[src/rtl/alert_scheduler.sv]
// Alert scheduler: grants one speaker channel at a time for a fixed-length slot
// with a square-wave tone, separated by silent gaps.
// Build option: define ALERT_FIXED_PRIORITY_EN for fixed priority arbitration
// (bit0 > bit1 > bit2). Without it, arbitration is round-robin.
module alert_scheduler #(
    parameter int unsigned SLOT_LEN = 1000,
    parameter int unsigned GAP_LEN  = 100,
    parameter int unsigned TONE_DIV = 50
) (
    input  logic       clk,
    input  logic       rst,
    input  logic       ena,
    input  logic [2:0] req,
    output logic [2:0] spk,
    output logic       tone,
    output logic       busy,
    output logic [1:0] grant_idx
);

    localparam logic [15:0] SlotLast = 16'(SLOT_LEN - 1);
    localparam logic [15:0] GapLast  = 16'(GAP_LEN - 1);
    localparam logic [15:0] DivLast  = 16'(TONE_DIV - 1);

    typedef enum logic [1:0] {StIdle, StPlay, StGap} state_t;

    state_t      r_state, w_state_nxt;
    logic [15:0] r_cnt, w_cnt_nxt;
    logic [15:0] r_tdiv, w_tdiv_nxt;
    logic        r_tone, w_tone_nxt;
    logic [1:0]  r_grant, w_grant_nxt;
    logic [1:0]  w_arb_idx;
    logic        w_hold;

    // Arbitration winner among the current requests (meaningful only when req != 0).
    always_comb begin
        w_arb_idx = 2'd0;
`ifdef ALERT_FIXED_PRIORITY_EN
        if (req[0])      w_arb_idx = 2'd0;
        else if (req[1]) w_arb_idx = 2'd1;
        else             w_arb_idx = 2'd2;
`else
        // Search starts just after the last granted channel.
        case (r_grant)
            2'd0: begin
                if (req[1])      w_arb_idx = 2'd1;
                else if (req[2]) w_arb_idx = 2'd2;
                else             w_arb_idx = 2'd0;
            end
            2'd1: begin
                if (req[2])      w_arb_idx = 2'd2;
                else if (req[0]) w_arb_idx = 2'd0;
                else             w_arb_idx = 2'd1;
            end
            default: begin
                if (req[0])      w_arb_idx = 2'd0;
                else if (req[1]) w_arb_idx = 2'd1;
                else             w_arb_idx = 2'd2;
            end
        endcase
`endif
    end

    // Request level of the channel currently holding the slot.
    always_comb begin
        case (r_grant)
            2'd0:    w_hold = req[0];
            2'd1:    w_hold = req[1];
            default: w_hold = req[2];
        endcase
    end

    // Next-state logic; nothing advances while ena is low.
    always_comb begin
        w_state_nxt = r_state;
        w_cnt_nxt   = r_cnt;
        w_tdiv_nxt  = r_tdiv;
        w_tone_nxt  = r_tone;
        w_grant_nxt = r_grant;
        if (ena) begin
            unique case (r_state)
                StIdle: begin
                    if (|req) begin
                        w_state_nxt = StPlay;
                        w_grant_nxt = w_arb_idx;
                        w_cnt_nxt   = 16'd0;
                        w_tdiv_nxt  = 16'd0;
                        w_tone_nxt  = 1'b0;
                    end
                end
                StPlay: begin
                    if (!w_hold || r_cnt == SlotLast) begin
                        w_state_nxt = StGap;
                        w_cnt_nxt   = 16'd0;
                        w_tdiv_nxt  = 16'd0;
                        w_tone_nxt  = 1'b0;
                    end else begin
                        w_cnt_nxt = r_cnt + 16'd1;
                        if (r_tdiv == DivLast) begin
                            w_tdiv_nxt = 16'd0;
                            w_tone_nxt = ~r_tone;
                        end else begin
                            w_tdiv_nxt = r_tdiv + 16'd1;
                        end
                    end
                end
                StGap: begin
                    if (r_cnt == GapLast) begin
                        w_cnt_nxt  = 16'd0;
                        w_tdiv_nxt = 16'd0;
                        w_tone_nxt = 1'b0;
                        if (|req) begin
                            w_state_nxt = StPlay;
                            w_grant_nxt = w_arb_idx;
                        end else begin
                            w_state_nxt = StIdle;
                        end
                    end else begin
                        w_cnt_nxt = r_cnt + 16'd1;
                    end
                end
                default: begin
                    w_state_nxt = StIdle;
                    w_cnt_nxt   = 16'd0;
                    w_tdiv_nxt  = 16'd0;
                    w_tone_nxt  = 1'b0;
                end
            endcase
        end
    end

    // State registers; grant_idx resets to 2 so the first grant lands on channel 0.
    always_ff @(posedge clk or posedge rst) begin
        if (rst) begin
            r_state <= StIdle;
            r_cnt   <= 16'd0;
            r_tdiv  <= 16'd0;
            r_tone  <= 1'b0;
            r_grant <= 2'd2;
        end else begin
            r_state <= w_state_nxt;
            r_cnt   <= w_cnt_nxt;
            r_tdiv  <= w_tdiv_nxt;
            r_tone  <= w_tone_nxt;
            r_grant <= w_grant_nxt;
        end
    end

    // Outputs decode from registers only, so reset silences them without a clock.
    always_comb begin
        spk = 3'b000;
        if (r_state == StPlay) begin
            case (r_grant)
                2'd0:    spk = 3'b001;
                2'd1:    spk = 3'b010;
                default: spk = 3'b100;
            endcase
        end
        tone      = r_tone & (r_state == StPlay);
        busy      = (r_state != StIdle);
        grant_idx = r_grant;
    end

endmodule

[config.mk]
export PLATFORM = sky130hd
export DESIGN_NAME = alert_scheduler
export DESIGN_NICKNAME = d
export VERILOG_FILES = /design/src/rtl/alert_scheduler.sv
export SDC_FILE = /design/constraint.sdc
export NUM_CORES = 1
export LEC_CHECK = 0
export ABC_CLOCK_PERIOD_IN_PS = 3600
export BUFFER_PORTS_ARGS = -buffer_cell sky130_fd_sc_hd__buf_2
export CORE_MARGIN = 1
export CORE_UTILIZATION = 37
export CTS_CLUSTER_DIAMETER = 120
export DETAILED_ROUTE_END_ITERATION = 10
export SLEW_MARGIN = 20
export SYNTH_ARGS = -nofsm -noshare
export SYNTH_HDL_FRONTEND = slang
export SYNTH_SLANG_ARGS = --single-unit
[constraint.sdc]
create_clock -name clk -period 3.6 [get_ports clk]
set_input_delay 0.36 -clock clk [delete_from_list [all_inputs] [get_ports clk]]
set_output_delay 0.36 -clock clk [all_outputs]
set_load 0.01 [all_outputs]
== After elaboration in Yosys (flattened, before gate mapping) ==
Cells that the tools add are included.
Operators by class
  add/subtract/negate cells: 2
  multiply operators: 0
  divide/modulo/power cells: 0
  magnitude comparators: 0
  eq/ne operators: 10
  shift operators: 0
  muxes and demuxes: 31
  bitwise gates (word level): 2
  reductions and logical operators: 12
Operators with widths (number)
  $mux W16: 6
  $pmux W16 S3: 2
  $add A16 B1 Y16 const B: 2
  $mux W2: 10
  $eq A16 B10 Y1 const B: 1
  $eq A16 B6 Y1 const B: 1
  $eq A16 B7 Y1 const B: 1
  $pmux W2 S2: 2
  $reduce_and A4 Y1: 2
  $mux W1: 6
  $ne A2 B2 Y1 const B: 3
  $pmux W2 S3: 1
  $pmux W3 S2: 1
  $reduce_and A3 Y1: 2
  $eq A2 B1 Y1 const B: 2
  $logic_not A2 Y1: 2
  $reduce_bool A2 Y1: 2
  $mux W3: 1
  $ne A3 B3 Y1 const B: 1
  $pmux W1 S3: 1
  $reduce_or A3 Y1: 1
  $eq A2 B2 Y1 const B: 1
  $pmux W1 S2: 1
  $reduce_and A2 Y1: 1
  4 further kinds: 4
Storage, ports and cells
  register bits after elaboration: 37
  bits in latches: 0
  memory bits (writable): 0
  memory bits (read-only): 0
  input port bits: 6
  output and inout bits: 7
  logic and storage cells: 62
  memories: 0

== Depth between registers and ports, before layout ==
Gate-level depths: netlist of the first run.
  depth in word-level cells: 6
  depth in mapped cells: 9
  gate-level depth less buffers: 7

== Worst setup path after synthesis of the first run ==
No wires, ideal clock.
  path type: reg2reg
  start: register r_state[0]
  end: register r_tdiv[12]
  setup time: 0.073 ns
  data arrival time: 2.218 ns
  data required time: 3.527 ns
  setup slack: 1.309 ns
  stages on the path, launching flop included: 9
  path buffers: 1
  clock period less this slack: 2.291 ns
  cell sequence: dfrtp_1 > inv_1 > ha_1 > nor4b_2 > or4_4 > buf_6 > a211o_1 > or3_1 > a21oi_2
On the way
  longest elaborated chain between the ends: 3
  elaborated cells on any way between the ends: 7
  classes of those cells: eq/ne: 4; mux: 1; reduce/logical: 2
RTL lines
  from (decl): RTL line 26  | state_t r_state, w_state_nxt;
  from (signal assigned): RTL line 134  | r_state <= StIdle;
  from (signal assigned): RTL line 140  | r_state <= w_state_nxt;
  $eq A2 B2 Y1 or $logic_not A2 Y1 (tied branches): RTL line 80  | unique case (r_state)
  $ne A2 B2 Y1 (no line)
  $reduce_and A3 Y1 (no line)
  to (signal assigned): RTL line 142  | r_tdiv <= w_tdiv_nxt;
  to (decl): RTL line 28  | logic [15:0] r_tdiv, w_tdiv_nxt;
Parallel ways exist; a longest one is shown, timed or not.
A chain may end at the register's enable or synchronous reset.

== Worst setup path in the final report of the first run ==
  start: register r_state[0]
  end: register r_tdiv[11]
The elaborated chain is that of the path after synthesis.

==> Flow_metrics.wiki, run 1 <==
{| class="wikitable"
! Metric !! Value
|-
| TritonCTS buffer count || 5
|-
| Synthesis-stage register bit count || 37
|-
| WP data arrival || 2800 ps
|-
| Pin count of the biggest net entering global routing || 38
|-
| Num ports || 13
|-
| Worst Setup End Kind || flip-flop
|-
| Total Routing Usage GR || 17.75%
|-
| Number of enable flip-flop cells after synthesis || 0
|-
| CTS root buffer || sky130_fd_sc_hd__clkbuf_8
|-
| Via-per-instance ratio || 5.629
|-
| Total number of vias || 1880
|-
| Sequential area share after synthesis || 41.37%
|-
| Number of antenna violations at the first check in global routing || 0
|-
| Setup clock skew after layout || 4.274 ps
|-
| Number of filler instances in the final layout || 588
|-
| Most common cell after layout, fill and taps aside || sky130_fd_sc_hd__dfrtp_1
|-
| Final setup viols || 0
|-
| Share of synthesized registers carrying an async set or reset || 100.0%
|-
| Number of core rows || 27
|-
| Result of the run || completed
|-
| Die Y || 79.83 um
|-
| Static leakage || 0.9597 nW
|-
| Die X || 79.83 um
|-
| Clock tree from TritonCTS || done
|-
| Final Wtd Congestion || 0.8323
|-
| Clock sink total || 37
|-
| Per-instance average area after synthesis || 8.928 um2
|-
| Depth of the CTS H-tree || 2
|-
| Post-synth top flop || sky130_fd_sc_hd__dfrtp_1
|-
| Commonest cells after routing, fill and taps aside || sky130_fd_sc_hd__dfrtp_1, sky130_fd_sc_hd__nor2_1, sky130_fd_sc_hd__nand2_1
|-
| Total of warnings raised by yosys || 0
|-
| Minimum period implied by the final worst setup slack || 2594 ps
|-
| Number of gates given a new drive strength after cts || 0
|-
| Buffers inserted during post-CTS setup optimization || 0
|-
| Clock-pin slew on the worst setup and hold paths || 70 ps
|-
| Drt first-iter violations || 133
|-
| Number of remaining DRC errors || 0
|-
| Core region area || 5675 um2
|-
| Initial cell density of the core || 39.48%
|-
| TritonRoute pass-1 iters || 4
|-
| Slack of the critical path || 1006 ps
|-
| Hpwl dp || 3550 um
|-
| Number of distinct standard cells referenced by the synthesized netlist || 47
|-
| Area of the mapped netlist || 2241 um2
|-
| CP Launch Type || flip-flop
|-
| Worst slack at placement || 1064 ps
|-
| Number of pins with negative max-slew slack in the final report || 0
|-
| Gate count after technology mapping || 251
|-
| Vias in the first global route || 1805
|-
| Largest vdd supply drop || 0.0001956 V
|-
| Slew at the pin with the worst max-slew slack || 613.4 ps
|-
| WP data required || 3810 ps
|-
| Signed area change from the synthesized netlist to the final layout || 9.157%
|-
| Number of nets in the synthesized netlist || 264
|-
| Antenna-violating nets left || 0
|-
| Power Density || 490.1 nW/um2
|-
| Hold Crit Class || input pin to async pin
|-
| Crit path max fanout || 12
|-
| Number of input and output port buffers inserted || 12
|-
| Final wirelength || 4986 um
|-
| Largest buffer count on any clock path || 2
|-
| Total negative setup slack || 0 ps
|-
| Total gr overflow || 0
|-
| Global-route wire length before repair || 8763 um
|-
| Fraction of layout cells with a size suffix above 1 || 11.83%
|-
| Antenna diode count || 0
|-
| Unrepaired setup endpoints after global routing || false
|-
| Number of hold-repair buffers added at the cts stage || 0
|-
| Slew HR || 58.59%
|-
| Max capacitance violation total || 0
|-
| Setup Crit Path Kind || flip-flop to flip-flop
|-
| Later-pin clock latency in the skew report || 280 ps
|-
| Final worst path period share || 72.06%
|-
| Full die area || 6372 um2
|-
| Final Hold Fails || 0
|-
| FMAX || 385.5 MHz
|-
| Average wire per cell in the routed design || 14.93 um
|-
| Post-layout nets || 275
|-
| Register-to-register path setup slack || 1010 ps
|}
per-layer routing:
layer / vias to the layer above / track usage [%] / wire (um)
met1: 918 / 23.86 / 2469
li1: 926 / - / -
met3: 5 / 4.000 / 188
met5: - / 0 / 0
met2: 31 / 28.97 / 2292
met4: 0 / 3.929 / 36
stage by stage:
step | cells | hold WS (ps) | power [mW] | util, % | instance area [um2]
finish | 334 | 177.7 | 1.199 | 43.10 | 2446
global route | 334 | 230.1 | 1.295 | 43.10 | 2446
CTS | 334 | 193.7 | 1.211 | 43.10 | 2446
detailed placement | 327 | 509.5 | 0.9170 | 41.58 | 2360
global placement | 327 | 502.5 | 0.9103 | 41.58 | 2360
floorplan | 251 | 476.1 | 0.7981 | - | 2241
power breakdown:
group	leakage (nW)	switching, mW	internal (mW)
sequential	0.508	0.0499	0.457
clock	0.0443	0.138	0.152
combinational	0.408	0.252	0.151
path summary, 6_finish.rpt:
path,startpoint,endpoint,cells past startpoint
min in group clk,req[0],grant_idx[1],3
max in group asynchronous,rst,grant_idx[1],3
max reg2reg,r_state[0],r_tdiv[11],8
min,rst,r_tdiv[13],3
min reg2reg,r_cnt[1],r_cnt[1],2
max,r_state[0],r_tdiv[11],8
worst max-delay path, stage by stage (launching register included):
cell and delay, ps:
sky130_fd_sc_hd__dfrtp_1 420, sky130_fd_sc_hd__inv_1 90, sky130_fd_sc_hd__ha_1 210, sky130_fd_sc_hd__or4b_1 580, sky130_fd_sc_hd__nand2_1 300, sky130_fd_sc_hd__a21o_1 350, sky130_fd_sc_hd__a21oi_1 210, sky130_fd_sc_hd__buf_4 240
sky130_fd_sc_hd__a21oi_1 120
cells in the mapped netlist, types with 2 or more instances:
library cell,instances,share of area (%)
sky130_fd_sc_hd__nor3b_1,4,1.3
sky130_fd_sc_hd__clkbuf_1,6,1.0
sky130_fd_sc_hd__o21ai_0,8,1.8
sky130_fd_sc_hd__dfrtp_1,36,40
sky130_fd_sc_hd__nor4b_1,2,0.78
sky130_fd_sc_hd__a211oi_1,2,0.67
sky130_fd_sc_hd__and4_1,2,0.78
sky130_fd_sc_hd__ha_1,7,3.9
sky130_fd_sc_hd__mux2_2,2,1.0
sky130_fd_sc_hd__a21oi_1,18,4.0
sky130_fd_sc_hd__nand4_1,7,2.0
sky130_fd_sc_hd__or3_1,10,2.8
sky130_fd_sc_hd__or4_1,4,1.3
sky130_fd_sc_hd__nand2b_1,2,0.56
sky130_fd_sc_hd__or2_2,3,0.84
sky130_fd_sc_hd__buf_2,4,0.89
sky130_fd_sc_hd__nor2_1,22,3.7
sky130_fd_sc_hd__nand2_1,21,3.5
sky130_fd_sc_hd__nor3_1,5,1.1
sky130_fd_sc_hd__o31ai_1,5,1.7
sky130_fd_sc_hd__xnor2_1,17,6.6
sky130_fd_sc_hd__nor4_1,7,2.0
sky130_fd_sc_hd__a21o_1,4,1.3
sky130_fd_sc_hd__inv_1,14,2.3
sky130_fd_sc_hd__and2_1,2,0.56
sky130_fd_sc_hd__nand3_1,14,3.1
sky130_fd_sc_hd__nand4b_1,3,1.2
kinds of logic after synthesis:
kind of cell / Yosys count / share of synthesized area, %
xor+xnor: 17 / 6.644
buf+inv: 25 / 4.746
compound gates: 50 / 14.46
simple gates: 113 / 27.86
mux: 2 / 1.005
flops: 37 / 41.37
fa+ha+maj: 7 / 3.908
flip-flops by register name (all words and copies together) (netlist names):
| name | flops |
|---|---|
| grant_idx | 2 |
| r_cnt | 16 |
| r_state | 2 |
| r_tdiv | 16 |
| r_tone | 1 |
layout make-up:
class / instances / area (um2) / share of cell area [%]
clock buffers: 7 / 86.33 / 3.529
inverters: 14 / 52.55 / 2.148
multi-input cells: 189 / 1207 / 49.36
flip-flops and latches: 37 / 927.1 / 37.90
well taps: 72 / 90.09 / 3.683
repair buffers: 15 / 82.58 / 3.376
(Power assumes the default switching activity.)
==> inputs of run 2 (changes only) <==
--- a/config.mk
+++ b/config.mk
@@ -5,7 +5,7 @@
 export SDC_FILE = /design/constraint.sdc
 export NUM_CORES = 1
 export LEC_CHECK = 0
-export ABC_CLOCK_PERIOD_IN_PS = 3600
+export ABC_CLOCK_PERIOD_IN_PS = 2150
 export BUFFER_PORTS_ARGS = -buffer_cell sky130_fd_sc_hd__buf_2
 export CORE_MARGIN = 1
 export CORE_UTILIZATION = 37
==> constraint.sdc (replaced) <==
create_clock -name clk -period 2.15 [get_ports clk]
set_input_delay 0.215 -clock clk [delete_from_list [all_inputs] [get_ports clk]]
set_output_delay 0.215 -clock clk [all_outputs]
set_load 0.01 [all_outputs]
==> Flow_metrics.wiki, run 2 (same netlist as run 1, synthesis figures left out) <==
{| class="wikitable"
! Metric !! Value
|-
| Result of the run || completed
|-
| Setup Crit Path Kind || flip-flop to flip-flop
|-
| Full die area || 6372 um2 (unchanged)
|-
| Setup clock skew after layout || 10.84 ps (+6.563 ps)
|-
| Crit path max fanout || 7 (-5)
|-
| Total number of vias || 1954 (+3.9%)
|-
| Antenna diode count || 0 (unchanged)
|-
| Global-route wire length before repair || 8825 um (+0.71%)
|-
| Static leakage || 1.139 nW (+19%)
|-
| TritonCTS buffer count || 5 (unchanged)
|-
| Largest buffer count on any clock path || 2 (unchanged)
|-
| CP Cell Sequence || inv_2 > ha_4 > nor4b_4 > or4_4 > a211o_1 > or3_1 > a21oi_2
|-
| Top cell family by delay on the critical path || simple AND/OR/NAND/NOR gates
|-
| Average wire per cell in the routed design || 14.24 um (-4.6%)
|-
| Total Routing Usage GR || 18.05% (+0.30 points)
|-
| Dpl cells || 354 (+8.3%)
|-
| WP data arrival || 2330 ps (-470 ps)
|-
| Fraction of layout cells with a size suffix above 1 || 25.26% (+13 points)
|-
| Antenna-violating nets left || 0 (unchanged)
|-
| Final worst path period share || 97.71% (+26 points)
|-
| Total gr overflow || 0 (unchanged)
|-
| Signed area change from the synthesized netlist to the final layout || 23.39%
|-
| Number of antenna violations at the first check in global routing || 0 (unchanged)
|-
| Number of pins with negative max-slew slack in the final report || 0 (unchanged)
|-
| Register-to-register path setup slack || 50 ps (-960 ps)
|-
| WP data required || 2380 ps (-1430 ps)
|-
| Die Y || 79.83 um (unchanged)
|-
| Number of remaining DRC errors || 0 (unchanged)
|-
| Core region area || 5675 um2 (unchanged)
|-
| Clock sink total || 37 (unchanged)
|-
| Clock share of power || 24.0% (-0.2 points)
|-
| Commonest cells after routing, fill and taps aside || sky130_fd_sc_hd__dfrtp_1, sky130_fd_sc_hd__buf_4, sky130_fd_sc_hd__nand2_1, sky130_fd_sc_hd__nor2_1, sky130_fd_sc_hd__xnor2_1
|-
| Startpoint of the lowest-slack register-to-register path || r_state[0]
|-
| Biggest regs || r_cnt (16), r_tdiv (16)
|-
| Initial cell density of the core || 39.48% (unchanged)
|-
| Most common cell after layout, fill and taps aside || sky130_fd_sc_hd__dfrtp_1
|-
| Sum of routed wire segments on met1 || 2660 um (+7.7%)
|-
| Worst Setup End Kind || flip-flop
|-
| Number of core rows || 27 (unchanged)
|-
| CP Launch Type || flip-flop
|-
| Drt first-iter violations || 142 (+6.8%)
|-
| Routed wl met3 || 139 um (-26%)
|-
| Final Wtd Congestion || 0.7794 (-6.4%)
|-
| Sequential fraction of design power || 37.1% (-5.2 points)
|-
| Cell count of the worst reg-to-reg path || 7 (-1)
|-
| Total buffers and inverters traversed by the critical path || 1 (-1)
|-
| Hold Crit Class || input pin to async pin
|-
| WL met2 || 2322 um (+1.3%)
|-
| Num ports || 13 (unchanged)
|-
| Slew at the pin with the worst max-slew slack || 487.7 ps (-125.7 ps)
|-
| Highest layer used for signal routing || met4
|-
| Die X || 79.83 um (unchanged)
|-
| Clock tree from TritonCTS || done
|-
| Unrepaired setup endpoints after global routing || true
|-
| Hpwl dp || 3621 um (+2.0%)
|-
| Internal power component || 1.461 mW (+92%)
|-
| Max capacitance violation total || 0 (unchanged)
|-
| Power spent charging and discharging nets || 799.3 uW (+82%)
|-
| Largest vdd supply drop || 0.0004851 V (+150%)
|-
| Clock-pin slew on the worst setup and hold paths || 80 ps (about the same)
|-
| Slack of the critical path || 49.28 ps (-956.7 ps)
|-
| Later-pin clock latency in the skew report || 300 ps (+20 ps)
|-
| Number of input and output port buffers inserted || 12 (unchanged)
|-
| Via-per-instance ratio || 5.353 (-4.9%)
|-
| Slew HR || 66.64% (+8.1 points)
|-
| TritonRoute pass-1 iters || 4 (unchanged)
|-
| Vias in the first global route || 1874 (+3.8%)
|-
| CTS root buffer || sky130_fd_sc_hd__clkbuf_8
|-
| Minimum period implied by the final worst setup slack || 2101 ps (-493.3 ps)
|-
| Depth of the CTS H-tree || 2 (unchanged)
|-
| CP max stage cell || sky130_fd_sc_hd__or4_4
|-
| Delay of the slowest critical-path stage || 530 ps (-50 ps)
|-
| Pin count of the biggest net entering global routing || 38 (unchanged)
|-
| Final setup viols || 0 (unchanged)
|-
| Power Density || 817.3 nW/um2 (+67%)
|-
| Post-layout instance count excluding filler cells || 365 (+9.3%)
|-
| Post-layout nets || 305 (+11%)
|-
| Final Hold Fails || 0 (unchanged)
|-
| Combinational cell fraction of total power || 38.9% (+5.3 points)
|-
| Number of hold-repair buffers added at the cts stage || 0 (unchanged)
|-
| Final wirelength || 5198 um (+4.3%)
|-
| Switching share of power || 35.37% (-1.3 points)
|-
| Worst slack at placement || 1.892 ps (-1062 ps)
|-
| Critical R2R Capture || r_tdiv[14]
|-
| FMAX || 476.0 MHz (+23%)
|}
==> run 2: cell type report <==
class	instances	area, um2
multi-input combinational	189	1266
inverter	14	52.55
fill	541	2910
clock buffer	7	96.34
tap	72	90.09
clock inverter	1	5.005
timing repair buffer	45	327.8
sequential	37	927.1
==> run 2: how the worst max path moves through the flow <==
stage / depth (start not counted) / start / slack, ps / end
finish: 7 / r_state[0] / 50 / r_tdiv[14]
global route: 7 / r_cnt[0] / -30 / r_tdiv[13]
CTS: 7 / r_state[1] / 20 / r_tdiv[14]
detailed placement: 6 / r_cnt[3] / 2 / r_tdiv[15]
global placement: 6 / r_cnt[3] / -10 / r_state[1]
floorplan: 8 / r_state[1] / -10 / r_tdiv[12]
==> run 2: metal layers <==
| metal | global-route usage, % | vias up |
|---|---|---|
| met3 | 3.429 | 7 |
| met4 | 5.893 | 0 |
| met2 | 28.46 | 25 |
| met5 | 0 | - |
| li1 | - | 981 |
| met1 | 24.72 | 941 |
==> run 2: stage by stage <==
step / util [%] / power [mW] / hold WS, ps / area [um2] / TNS [ps]
6_report: 48.72 / 2.260 / 21.00 / 2765 / 0
2_1_floorplan: - / 1.345 / 364.1 / 2252 / -11.83
3_3_place_gp: 45.57 / 1.664 / 358.2 / 2586 / -18.59
4_1_cts: 47.46 / 2.218 / 42.09 / 2694 / 0
5_1_grt: 48.72 / 2.408 / 62.35 / 2765 / -59.74
3_5_place_dp: 45.57 / 1.670 / 362.1 / 2586 / 0
==> run 2: repair_timing <==
item | in CTS | in global routing
pin swaps | 1 | 2
gates resized for setup | 1 | 12
endpoints found under the setup margin | 3 | 21
setup buffers | 0 | 3
==> run 2: power by group through the flow <==
stage / Combinational [mW] / Clock (mW) / Sequential, mW
final: 0.880 / 0.543 / 0.838
after global routing: 0.974 / 0.584 / 0.850
after CTS: 0.828 / 0.557 / 0.834
after detailed placement: 0.825 / 0 / 0.846
after global placement: 0.819 / 0 / 0.845
after floorplan: 0.511 / 0 / 0.834
==> run 2: worst register-to-register path: cells and delay by family, from the launching register on <==
family / cells / cell delay [ps]
DFF: 1 / 360
and+or+nand+nor: 3 / 1000
AOI/OAI and AO/OA: 2 / 440
adders and majority gates: 1 / 170
buffers and inverters: 1 / 60
==> inputs of run 3 (changes only) <==
--- a/config.mk
+++ b/config.mk
@@ -5,7 +5,7 @@
 export SDC_FILE = /design/constraint.sdc
 export NUM_CORES = 1
 export LEC_CHECK = 0
-export ABC_CLOCK_PERIOD_IN_PS = 2150
+export ABC_CLOCK_PERIOD_IN_PS = 1900
 export BUFFER_PORTS_ARGS = -buffer_cell sky130_fd_sc_hd__buf_2
 export CORE_MARGIN = 1
 export CORE_UTILIZATION = 37
==> constraint.sdc (replaced) <==
create_clock -name clk -period 1.9 [get_ports clk]
set_input_delay 0.19 -clock clk [delete_from_list [all_inputs] [get_ports clk]]
set_output_delay 0.19 -clock clk [all_outputs]
set_load 0.01 [all_outputs]
==> Flow_metrics.wiki, run 3 (same netlist as run 1, synthesis figures left out) <==
{| class="wikitable"
! Metric !! Value
|-
| Result of the run || finished with violations
|-
| Violations in the final reports || negative setup slack
|-
| Pin count of the biggest net entering global routing || 38 (unchanged)
|-
| Commonest cells after routing, fill and taps aside || sky130_fd_sc_hd__buf_4, sky130_fd_sc_hd__dfrtp_1, sky130_fd_sc_hd__nand2_1
|-
| FMAX || 482.5 MHz (+1.4%)
|-
| Clock sink total || 37 (unchanged)
|-
| Final worst path period share || 109.1% (+11 points)
|-
| Cell count of the worst reg-to-reg path || 7 (unchanged)
|-
| Setup clock skew after layout || 5.500 ps (-5.337 ps)
|-
| Hold Crit Class || input pin to async pin
|-
| Fraction of layout cells with a size suffix above 1 || 44.38% (+19 points)
|-
| Number of pins with negative max-slew slack in the final report || 0 (unchanged)
|-
| Most common cell after layout, fill and taps aside || sky130_fd_sc_hd__buf_4
|-
| Dpl cells || 390 (+10%)
|-
| Clock tree from TritonCTS || done
|-
| Average wire per cell in the routed design || 15.09 um (+5.9%)
|-
| Number of filler instances in the final layout || 495 (-8.5%)
|-
| Total number of vias || 2150 (+10%)
|-
| Number of antenna violations at the first check in global routing || 0 (unchanged)
|-
| Final setup viols || 28 (+28)
|-
| Antenna-violating nets left || 0 (unchanged)
|-
| Final Hold Fails || 0 (unchanged)
|-
| Setup Crit Path Kind || flip-flop to flip-flop
|-
| Core region area || 5675 um2 (unchanged)
|-
| Depth of the CTS H-tree || 2 (unchanged)
|-
| PnR Total Power || 3.046 mW (+35%)
|-
| Via-per-instance ratio || 5.244 (-2.0%)
|-
| CTS root buffer || sky130_fd_sc_hd__clkbuf_8
|-
| Vias in the first global route || 2184 (+17%)
|-
| Slew HR || 68.33% (+1.7 points)
|-
| Global-route wire length before repair || 10380 um (+18%)
|-
| Post-layout nets || 351 (+15%)
|-
| TritonRoute pass-1 iters || 4 (unchanged)
|-
| Static leakage || 1.399 nW (+23%)
|-
| WP data required || 2110 ps (-270 ps)
|-
| Drt first-iter violations || 96 (-32%)
|-
| Post-layout instance count excluding filler cells || 410 (+12%)
|-
| Antenna diode count || 0 (unchanged)
|-
| Number of remaining DRC errors || 0 (unchanged)
|-
| Total gr overflow || 0 (unchanged)
|-
| Max capacitance violation total || 0 (unchanged)
|-
| Final wirelength || 6185 um (+19%)
|-
| Power Density || 897.2 nW/um2 (+9.8%)
|-
| Die Y || 79.83 um (unchanged)
|-
| Total Routing Usage GR || 21.01% (+3.0 points)
|-
| Die X || 79.83 um (unchanged)
|-
| Num ports || 13 (unchanged)
|-
| Later-pin clock latency in the skew report || 280 ps (-20 ps)
|-
| Worst Setup End Kind || flip-flop
|-
| Unrepaired setup endpoints after global routing || true
|-
| Biggest regs || r_cnt (16), r_tdiv (16)
|-
| Number of input and output port buffers inserted || 12 (unchanged)
|-
| Crit path max fanout || 4 (-3)
|-
| Slack of the critical path || -172.5 ps (-221.8 ps)
|-
| Number of hold-repair buffers added at the cts stage || 0 (unchanged)
|-
| Largest vdd supply drop || 0.0005272 V (+8.7%)
|-
| Final Wtd Congestion || 0.8494 (+9.0%)
|-
| Slew at the pin with the worst max-slew slack || 475.1 ps (-12.63 ps)
|-
| WP data arrival || 2280 ps (-50 ps)
|-
| Signed area change from the synthesized netlist to the final layout || 51.48%
|-
| CP Launch Type || flip-flop
|-
| Number of core rows || 27 (unchanged)
|-
| Full die area || 6372 um2 (unchanged)
|-
| Largest buffer count on any clock path || 2 (unchanged)
|-
| Initial cell density of the core || 39.48% (unchanged)
|-
| TritonCTS buffer count || 5 (unchanged)
|-
| Clock-pin slew on the worst setup and hold paths || 70 ps (about the same)
|-
| Minimum period implied by the final worst setup slack || 2072 ps (-28.24 ps)
|-
| Hpwl dp || 4208 um (+16%)
|-
| Worst slack at placement || -312.4 ps (-314.3 ps)
|}
==> run 3: worst paths after layout <==
path | slack (ps) | end | from
max | -170 | r_tdiv[13] | r_state[0]
min | 9 | r_cnt[12] | rst
max reg2reg | -170 | r_tdiv[13] | r_state[0]
min reg2reg | 570 | r_cnt[0] | r_cnt[0]
max in group asynchronous | 1540 | grant_idx[1] | rst
min in group clk | 240 | grant_idx[1] | req[0]
==> run 3: through the flow <==
step	area, um2	utilization [%]	hold WS, ps	TNS (ps)
after floorplan	2321	-	339.1	-1040
after global placement	2913	51.32	326.6	-4674
after detailed placement	2913	51.32	333.5	-6151
after CTS	3199	56.37	27.31	-1281
after global routing	3395	59.81	77.67	-6157
final	3395	59.81	8.972	-2554
==> run 3: layout make-up <==
cell class                 count  area, um2  share of cell area [%]
timing repair buffer          91      735.7                   21.67
inverter                      14      52.55                   1.548
sequential                    37      927.1                   27.31
tap                           72      90.09                   2.654
multi-input combinational    189       1503                   44.27
clock buffer                   7      86.33                   2.543
==> run 3: critical path, cell delays in order (launching register included) <==
cell and delay, ps:
sky130_fd_sc_hd__dfrtp_1 370, sky130_fd_sc_hd__inv_2 60, sky130_fd_sc_hd__ha_4 160, sky130_fd_sc_hd__nor4b_4 130, sky130_fd_sc_hd__or4_4 530, sky130_fd_sc_hd__buf_6 140
sky130_fd_sc_hd__or4_4 480, sky130_fd_sc_hd__a21oi_2 140
==> run 3: where the power goes <==
part	switching, mW	leakage (nW)	internal [mW]	total [mW]
sequential	0.0441	0.508	0.864	0.909
clock	0.270	0.0443	0.288	0.558
combinational	0.772	0.847	0.807	1.58
==> run 3: metal layers <==
metal / GRT usage [%] / vias to the layer above / part of all wire [%]
met2: 35.73 / 38 / 51
met1: 27.40 / 1033 / 46
met4: 4.643 / 0 / 0.79
met3: 4.114 / 4 / 2.7
li1: - / 1075 / -
met5: 0 / - / 0
==> run 3: timing repair <==
item / CTS / global route
setup buffers: 10 / 6
pin swaps: 21 / 16
gates resized for setup: 28 / 33
endpoints found under the setup margin: 33 / 36
